`src/rtl/pixie_scan_engine.sv`:
```
// pixie_scan_engine: raster timing, framebuffer byte fetch and MSB-first pixel serialiser (CPU flags under PIXIE_CPU_FLAGS_EN).
// Outputs lag the h/v counters by one clock; no backpressure - fb_data must be valid the cycle after fb_read_en.
module pixie_scan_engine #(
  parameter int PIXELS_PER_LINE = 112,
  parameter int H_START         = 18,
  parameter int ACTIVE_H        = 64,
  parameter int HSYNC_START     = 2,
  parameter int HSYNC_WIDTH     = 12,
  parameter int LINES_PER_FRAME = 262,
  parameter int V_START         = 64,
  parameter int ACTIVE_V        = 32,
  parameter int LINE_REPEAT     = 1,
  parameter int VSYNC_START     = 0,
  parameter int VSYNC_HEIGHT    = 16,
  parameter int ADDR_W          = 10
) (
  input  logic              clk,
  input  logic              reset,
  input  logic              disp_on,
  output logic              fb_read_en,
  output logic [ADDR_W-1:0] fb_addr,
  input  logic [7:0]        fb_data,
  output logic              video,
  output logic              video_de,
  output logic              HSync,
  output logic              VSync,
  output logic              HBlank,
  output logic              VBlank,
  output logic              csync
`ifdef PIXIE_CPU_FLAGS_EN
  ,
  output logic              int_req,
  output logic              efx
`endif
);

  localparam int H_W            = $clog2(PIXELS_PER_LINE);
  localparam int V_W            = $clog2(LINES_PER_FRAME);
  localparam int BYTES_PER_LINE = ACTIVE_H / 8;
  localparam int ACTIVE_LINES   = ACTIVE_V * LINE_REPEAT;
  localparam int R_W            = (LINE_REPEAT > 1) ? $clog2(LINE_REPEAT) : 1;

  // True when pos lies in [start, start+width) taken modulo period.
  function automatic logic in_win(input int pos, input int start, input int width, input int period);
    int rel;
    rel = pos - start;
    if (rel < 0) rel = rel + period;
    return rel < width;
  endfunction

  logic [H_W-1:0]    h_q, h_d;
  logic [V_W-1:0]    v_q, v_d;
  logic              h_wrap, v_wrap;
  int                h_i, v_i;

  logic              disp_en_q, disp_en_d;
  logic [ADDR_W-1:0] row_base_q, row_base_d;
  logic [R_W-1:0]    rep_q, rep_d;

  logic              h_act, v_act, hs_d, vs_d, de_d;
  logic              fetch_hit;
  int                fetch_off;
  logic [ADDR_W-1:0] byte_idx;

  logic              fetch_q;
  logic [7:0]        sh_q;

  logic              video_q, video_de_q, hsync_q, vsync_q;
  logic              hblank_q, vblank_q, csync_q;

  always_comb begin
    h_wrap = (h_q == H_W'(PIXELS_PER_LINE - 1));
    v_wrap = (v_q == V_W'(LINES_PER_FRAME - 1));
    h_d    = h_wrap ? '0 : h_q + 1'b1;
    v_d    = v_q;
    if (h_wrap) v_d = v_wrap ? '0 : v_q + 1'b1;
    h_i    = {{(32-H_W){1'b0}}, h_q};
    v_i    = {{(32-V_W){1'b0}}, v_q};
  end

  always_comb begin
    h_act     = in_win(h_i, H_START, ACTIVE_H, PIXELS_PER_LINE);
    v_act     = in_win(v_i, V_START, ACTIVE_LINES, LINES_PER_FRAME);
    hs_d      = in_win(h_i, HSYNC_START, HSYNC_WIDTH, PIXELS_PER_LINE);
    vs_d      = in_win(v_i, VSYNC_START, VSYNC_HEIGHT, LINES_PER_FRAME);
    de_d      = disp_en_q & h_act & v_act;
    // Byte k is requested two columns ahead of its first pixel so the RAM cycle and load fit.
    fetch_off = h_i - (H_START - 2);
    fetch_hit = (fetch_off >= 0) && (fetch_off < ACTIVE_H) && (fetch_off[2:0] == 3'd0);
    byte_idx  = ADDR_W'(fetch_off >>> 3);
  end

  assign fb_read_en = disp_en_q & v_act & fetch_hit;
  assign fb_addr    = fb_read_en ? row_base_q + byte_idx : '0;

  // Row base steps by one framebuffer row every LINE_REPEAT active lines; no divider needed.
  always_comb begin
    row_base_d = row_base_q;
    rep_d      = rep_q;
    disp_en_d  = disp_en_q;
    if (h_wrap) begin
      if (v_d == V_W'(V_START)) begin
        row_base_d = '0;
        rep_d      = '0;
      end else if (v_act) begin
        if (rep_q == R_W'(LINE_REPEAT - 1)) begin
          rep_d      = '0;
          row_base_d = row_base_q + ADDR_W'(BYTES_PER_LINE);
        end else begin
          rep_d = rep_q + 1'b1;
        end
      end
      if (v_wrap) disp_en_d = disp_on;
    end
  end

  always_ff @(posedge clk or posedge reset) begin
    if (reset) begin
      h_q        <= '0;
      v_q        <= '0;
      disp_en_q  <= 1'b0;
      row_base_q <= '0;
      rep_q      <= '0;
      fetch_q    <= 1'b0;
      sh_q       <= '0;
    end else begin
      h_q        <= h_d;
      v_q        <= v_d;
      disp_en_q  <= disp_en_d;
      row_base_q <= row_base_d;
      rep_q      <= rep_d;
      fetch_q    <= fb_read_en;
      sh_q       <= fetch_q ? fb_data : {sh_q[6:0], 1'b0};
    end
  end

  always_ff @(posedge clk or posedge reset) begin
    if (reset) begin
      video_q    <= 1'b0;
      video_de_q <= 1'b0;
      hsync_q    <= 1'b0;
      vsync_q    <= 1'b0;
      hblank_q   <= 1'b1;
      vblank_q   <= 1'b1;
      csync_q    <= 1'b1;
    end else begin
      video_q    <= de_d & sh_q[7];
      video_de_q <= de_d;
      hsync_q    <= hs_d;
      vsync_q    <= vs_d;
      hblank_q   <= ~h_act;
      vblank_q   <= ~v_act;
      csync_q    <= ~(hs_d ^ vs_d);
    end
  end

  assign video    = video_q;
  assign video_de = video_de_q;
  assign HSync    = hsync_q;
  assign VSync    = vsync_q;
  assign HBlank   = hblank_q;
  assign VBlank   = vblank_q;
  assign csync    = csync_q;

`ifdef PIXIE_CPU_FLAGS_EN
  logic int_req_q, efx_q;

  always_ff @(posedge clk or posedge reset) begin
    if (reset) begin
      int_req_q <= 1'b0;
      efx_q     <= 1'b0;
    end else begin
      int_req_q <= disp_en_q & in_win(v_i, V_START - 2, 2, LINES_PER_FRAME);
      efx_q     <= disp_en_q & (in_win(v_i, V_START - 4, 4, LINES_PER_FRAME) |
                                in_win(v_i, V_START + ACTIVE_LINES - 4, 4, LINES_PER_FRAME));
    end
  end

  assign int_req = int_req_q;
  assign efx     = efx_q;
`endif

endmodule

```
`config.mk`:
```
export PLATFORM = sky130hd
export DESIGN_NAME = pixie_scan_engine
export DESIGN_NICKNAME = d
export VERILOG_FILES = /design/src/rtl/pixie_scan_engine.sv
export SDC_FILE = /design/constraint.sdc
export NUM_CORES = 1
export LEC_CHECK = 0
export CORE_MARGIN = 5
export CORE_UTILIZATION = 34
export CTS_CLUSTER_SIZE = 25
export DETAILED_ROUTE_END_ITERATION = 6
export GPL_TIMING_DRIVEN = 0
export PLACE_DENSITY_LB_ADDON = 0.08
export SLEW_MARGIN = 20
export SYNTH_ARGS = -nofsm -noshare
export SYNTH_HDL_FRONTEND = slang
export SYNTH_SLANG_ARGS = --single-unit
```
`constraint.sdc`:
```
create_clock -name clk -period 6.2 [get_ports clk]
set_input_delay 0.62 -clock clk [delete_from_list [all_inputs] [get_ports clk]]
set_output_delay 0.62 -clock clk [all_outputs]
set_load 0.01 [all_outputs]
```
==> results.md <==
- Outcome: completed
- Tcrit/Tclk final: 71.7%
- Syn nets: 296
- Achievable clock frequency: 225 MHz
- Synth warnings: 0
- Number of global-route vias before repair: 1895
- Area contributors post-synth: dfrtp_1 (37%), ha_1 (11%), xnor2_1 (6.6%)
- Row cnt: 31
- FF-to-FF setup slack: 3.17 ns
- Slew Limit Fails: 0
- Drt drc: 0
- Area share of the largest cell type after synthesis: 36.5%
- Drt pass-1 iters: 4
- Startpoint Class: flop
- IO Pins: 29
- DR iter-0 viols: 64
- Hold buffers post-CTS: 0
- Dpl hpwl: 4.14 mm
- Gpl congestion: 0.748
- Power Density: 164 nW/µm²
- WHS Endpoint: video$_DFF_PP0_
- Worst clock skew: 0.00811 ns
- Area delta synth->final: 21.7%
- Die Area: 9290 µm²
- Initial antenna violation count: 0
- RSZ-0062 raised after global routing: false
- Post-cts resize count: 0
- Via-per-instance ratio: 4.87
- WP data arrival: 3.83 ns
- Flops & latches, synth: 40
- Worst slew margin: 31.9%
- Post-synth EDFFs: 0
- Setup violators final: 0
- Async SR Flop Fraction: 100%
- Power Internal: 0.410 mW
- Hold Crit Class: reg -> reg
- Initial Utilization: 35.0%
- Worst-path clk slew: 0.07 ns
- Crit-path cells: inv_1 > ha_1 > o41a_1 > o41ai_4 > nand2_2 > or4_4 > buf_6 > nor2_1 > clkdlybuf4s50_1
- Crit. End Element: output port
- Critical path's slowest cell: or4_4
- Reg2Reg Depth: 7
- Reg power frac: 51.6%
- Share of layout cells above drive strength 1: 10.3%
- CTS Buf Count: 5
- FF-to-FF Start: v_q[6]$_DFF_PP0_
- Post-route antenna net violation count: 0
- Area of placed instances: 2960 µm²
- Hold Vio Cnt, Final: 0
- Static leakage: 1.39 nW
- CTS Root Cell: clkbuf_8
- Worst-Margin Slew: 1.01 ns
- WP data required: 5.58 ns
- CP max FO: 10
- Final wirelength: 5.51 mm
- First-pass GRT wire length: 9.11 mm
- Switch Pwr: 0.0962 mW
- Die height: 96.4 µm
- Synth cell types: 50
- Prevailing post-synth register cell: dfrtp_1
- Largest net degree at the start of global routing: 29
- Logic pwr share: 2.6%
- Layout net count: 332
- Fillers: 746
- Die X: 96.4 µm
- Vias post-DR: 1943
- R2R Path End: row_base_q[8]$_DFFE_PP0P_
- Gr usage total: 12.5%
- Antenna diodes: 0
- Buffers on Ports: 28
- CTS tree: built
- Final Cell Area: 3090 µm²
- Register area share after synthesis: 39.6%
- Worst Setup Path Type: reg -> out
- CTS Sinks: 40
- Critical path's largest stage delay: 0.59 ns
- VDD IR max: 0.0000844 V
- Critical Path Start: v_q[6]$_DFF_PP0_
- Critical hold path startpoint: sh_q[7]$_DFF_PP0_
- Total Negative Setup Slacks: 0 ns
- Core ar.: 7250 µm²
- Tmin final: 4.45 ns
- Hold path depth: 1
- WL/cell: 13.8 µm
- Mapped Cells: 263
- Clock power frac: 45.9%
- Syn Std Cell Area: 2540 µm²
- Synth area leader: dfrtp_1
- Switch share: 19.0%
- Htree depth: 2
- Max-cap violation count: 0
- GR Overflow Total: 0
- Syn avg cell area: 9.64 µm²
- Clk_lat worst skew: 0.29 ns
- CTS max path bufs: 2
- Post-CTS Setup Bufs: 0
flip-flops by register name (all words and copies together) (netlist names):
name / cells
disp_en_q: 1
csync: 1
video_de: 1
v_q: 9
video: 1
fetch_q: 1
VSync: 1
HSync: 1
sh_q: 8
VBlank: 1
row_base_q: 7
h_q: 7
HBlank: 1
final cells by class:
cell class / count / area [µm²] / area share [%]
buffer: 6 / 31.3 / 1.01
multi-input combinational: 198 / 1430 / 46.3
sequential: 40 / 1000 / 32.5
timing repair buffer: 29 / 300 / 9.73
inverter: 19 / 71.3 / 2.31
clock inverter: 1 / 30.0 / 0.973
clock buffer: 7 / 96.3 / 3.12
tap: 99 / 124 / 4.01
metrics by stage:
stage	cells	util [%]	hold WS (ns)	power [mW]	setup WS, ns
CTS	399	42.6	0.469	0.515	1.70
floorplan	263	-	0.428	0.270	2.90
global route	399	42.6	0.496	0.526	1.41
detailed placement	391	40.8	0.437	0.279	2.04
finish	399	42.6	0.467	0.506	1.75
global placement	390	40.5	0.442	0.278	2.02
power by group through the flow:
stage	logic [mW]	clock network [mW]	registers [mW]
floorplan	0.00386	0	0.266
global placement	0.0120	0	0.266
detailed placement	0.0135	0	0.266
finish	0.0130	0.232	0.261
global route	0.0147	0.250	0.261
CTS	0.0136	0.241	0.261
worst max path at each step:
stage / to / slack, ns / cells past startpoint
CTS: fb_addr[5] / 1.70 / 9
floorplan: fb_addr[4] / 2.90 / 8
finish: fb_addr[5] / 1.75 / 9
global placement: fb_addr[9] / 2.02 / 10
detailed placement: fb_addr[5] / 2.04 / 9
global route: fb_addr[9] / 1.41 / 10
cells by family (layout without fill, tap and decap cells):
group,Yosys count,count (layout),share of synthesized area (%)
multiplexers,10,10,4.29
flip-flops,40,40,39.6
AO/OA/AOI/OAI,42,42,11.7
buffers and inverters,25,62,4.05
XOR/XNOR,26,26,8.98
AND/OR/NAND/NOR,98,98,20.5
adder cells (fa/ha/maj),22,22,10.9
worst max-delay path: cells and delay by family (launching register included):
kind	cells	cell delay [ns]
compound gates	2	0.91
fa+ha+maj	1	0.36
buf+inv	3	0.87
flops	1	0.54
simple gates	3	0.86
layout by cell type, fill, tap and decap left out, drive strengths merged, types with 3 or more instances in the layout:
cell type	netlist	routed
dfstp	3	3
and3	3	3
nand2	22	22
nor2	25	25
inv	19	19
nand4	6	6
or4	3	3
nand3	14	14
o21bai	3	3
dfrtp	37	37
o21ai	14	14
clkdlybuf4s50	0	28
buf	2	3
nor4b	3	3
and2	3	3
ha	22	22
nor3	7	7
xor2	7	7
a21oi	7	7
xnor2	19	19
mux2i	3	3
clkbuf	4	11
or3	3	3
mux2	7	7
metal layers:
metal	global-route usage, %	part of all wire (%)	wire length, µm
met1	16.8	50	2750
met2	20.2	45	2450
met3	3.28	4.8	262
met4	2.80	0.78	43
met5	0	0	0
Yosys cell counts, types with 2 or more instances:
cell and n:
nand2_1 20, mux2i_1 3, nand2b_1 2, a221o_1 2
xnor2_1 19, o21ai_0 13, and3_1 2, nand2_2 2
dfrtp_1 37, clkbuf_1 4, nor4b_1 3, nand3_1 13
a31oi_1 2, a21oi_1 7, nor2_1 25, mux2_2 7
nor3_1 7, nand4_1 6, a21o_1 2, o21bai_1 3
xor2_1 7, inv_1 19, o31ai_1 2, or4_1 2
and2_1 3, nor2b_1 2, dfstp_2 3, or3_1 3
ha_1 22
Note: power is estimated with default switching activity, not from simulation.
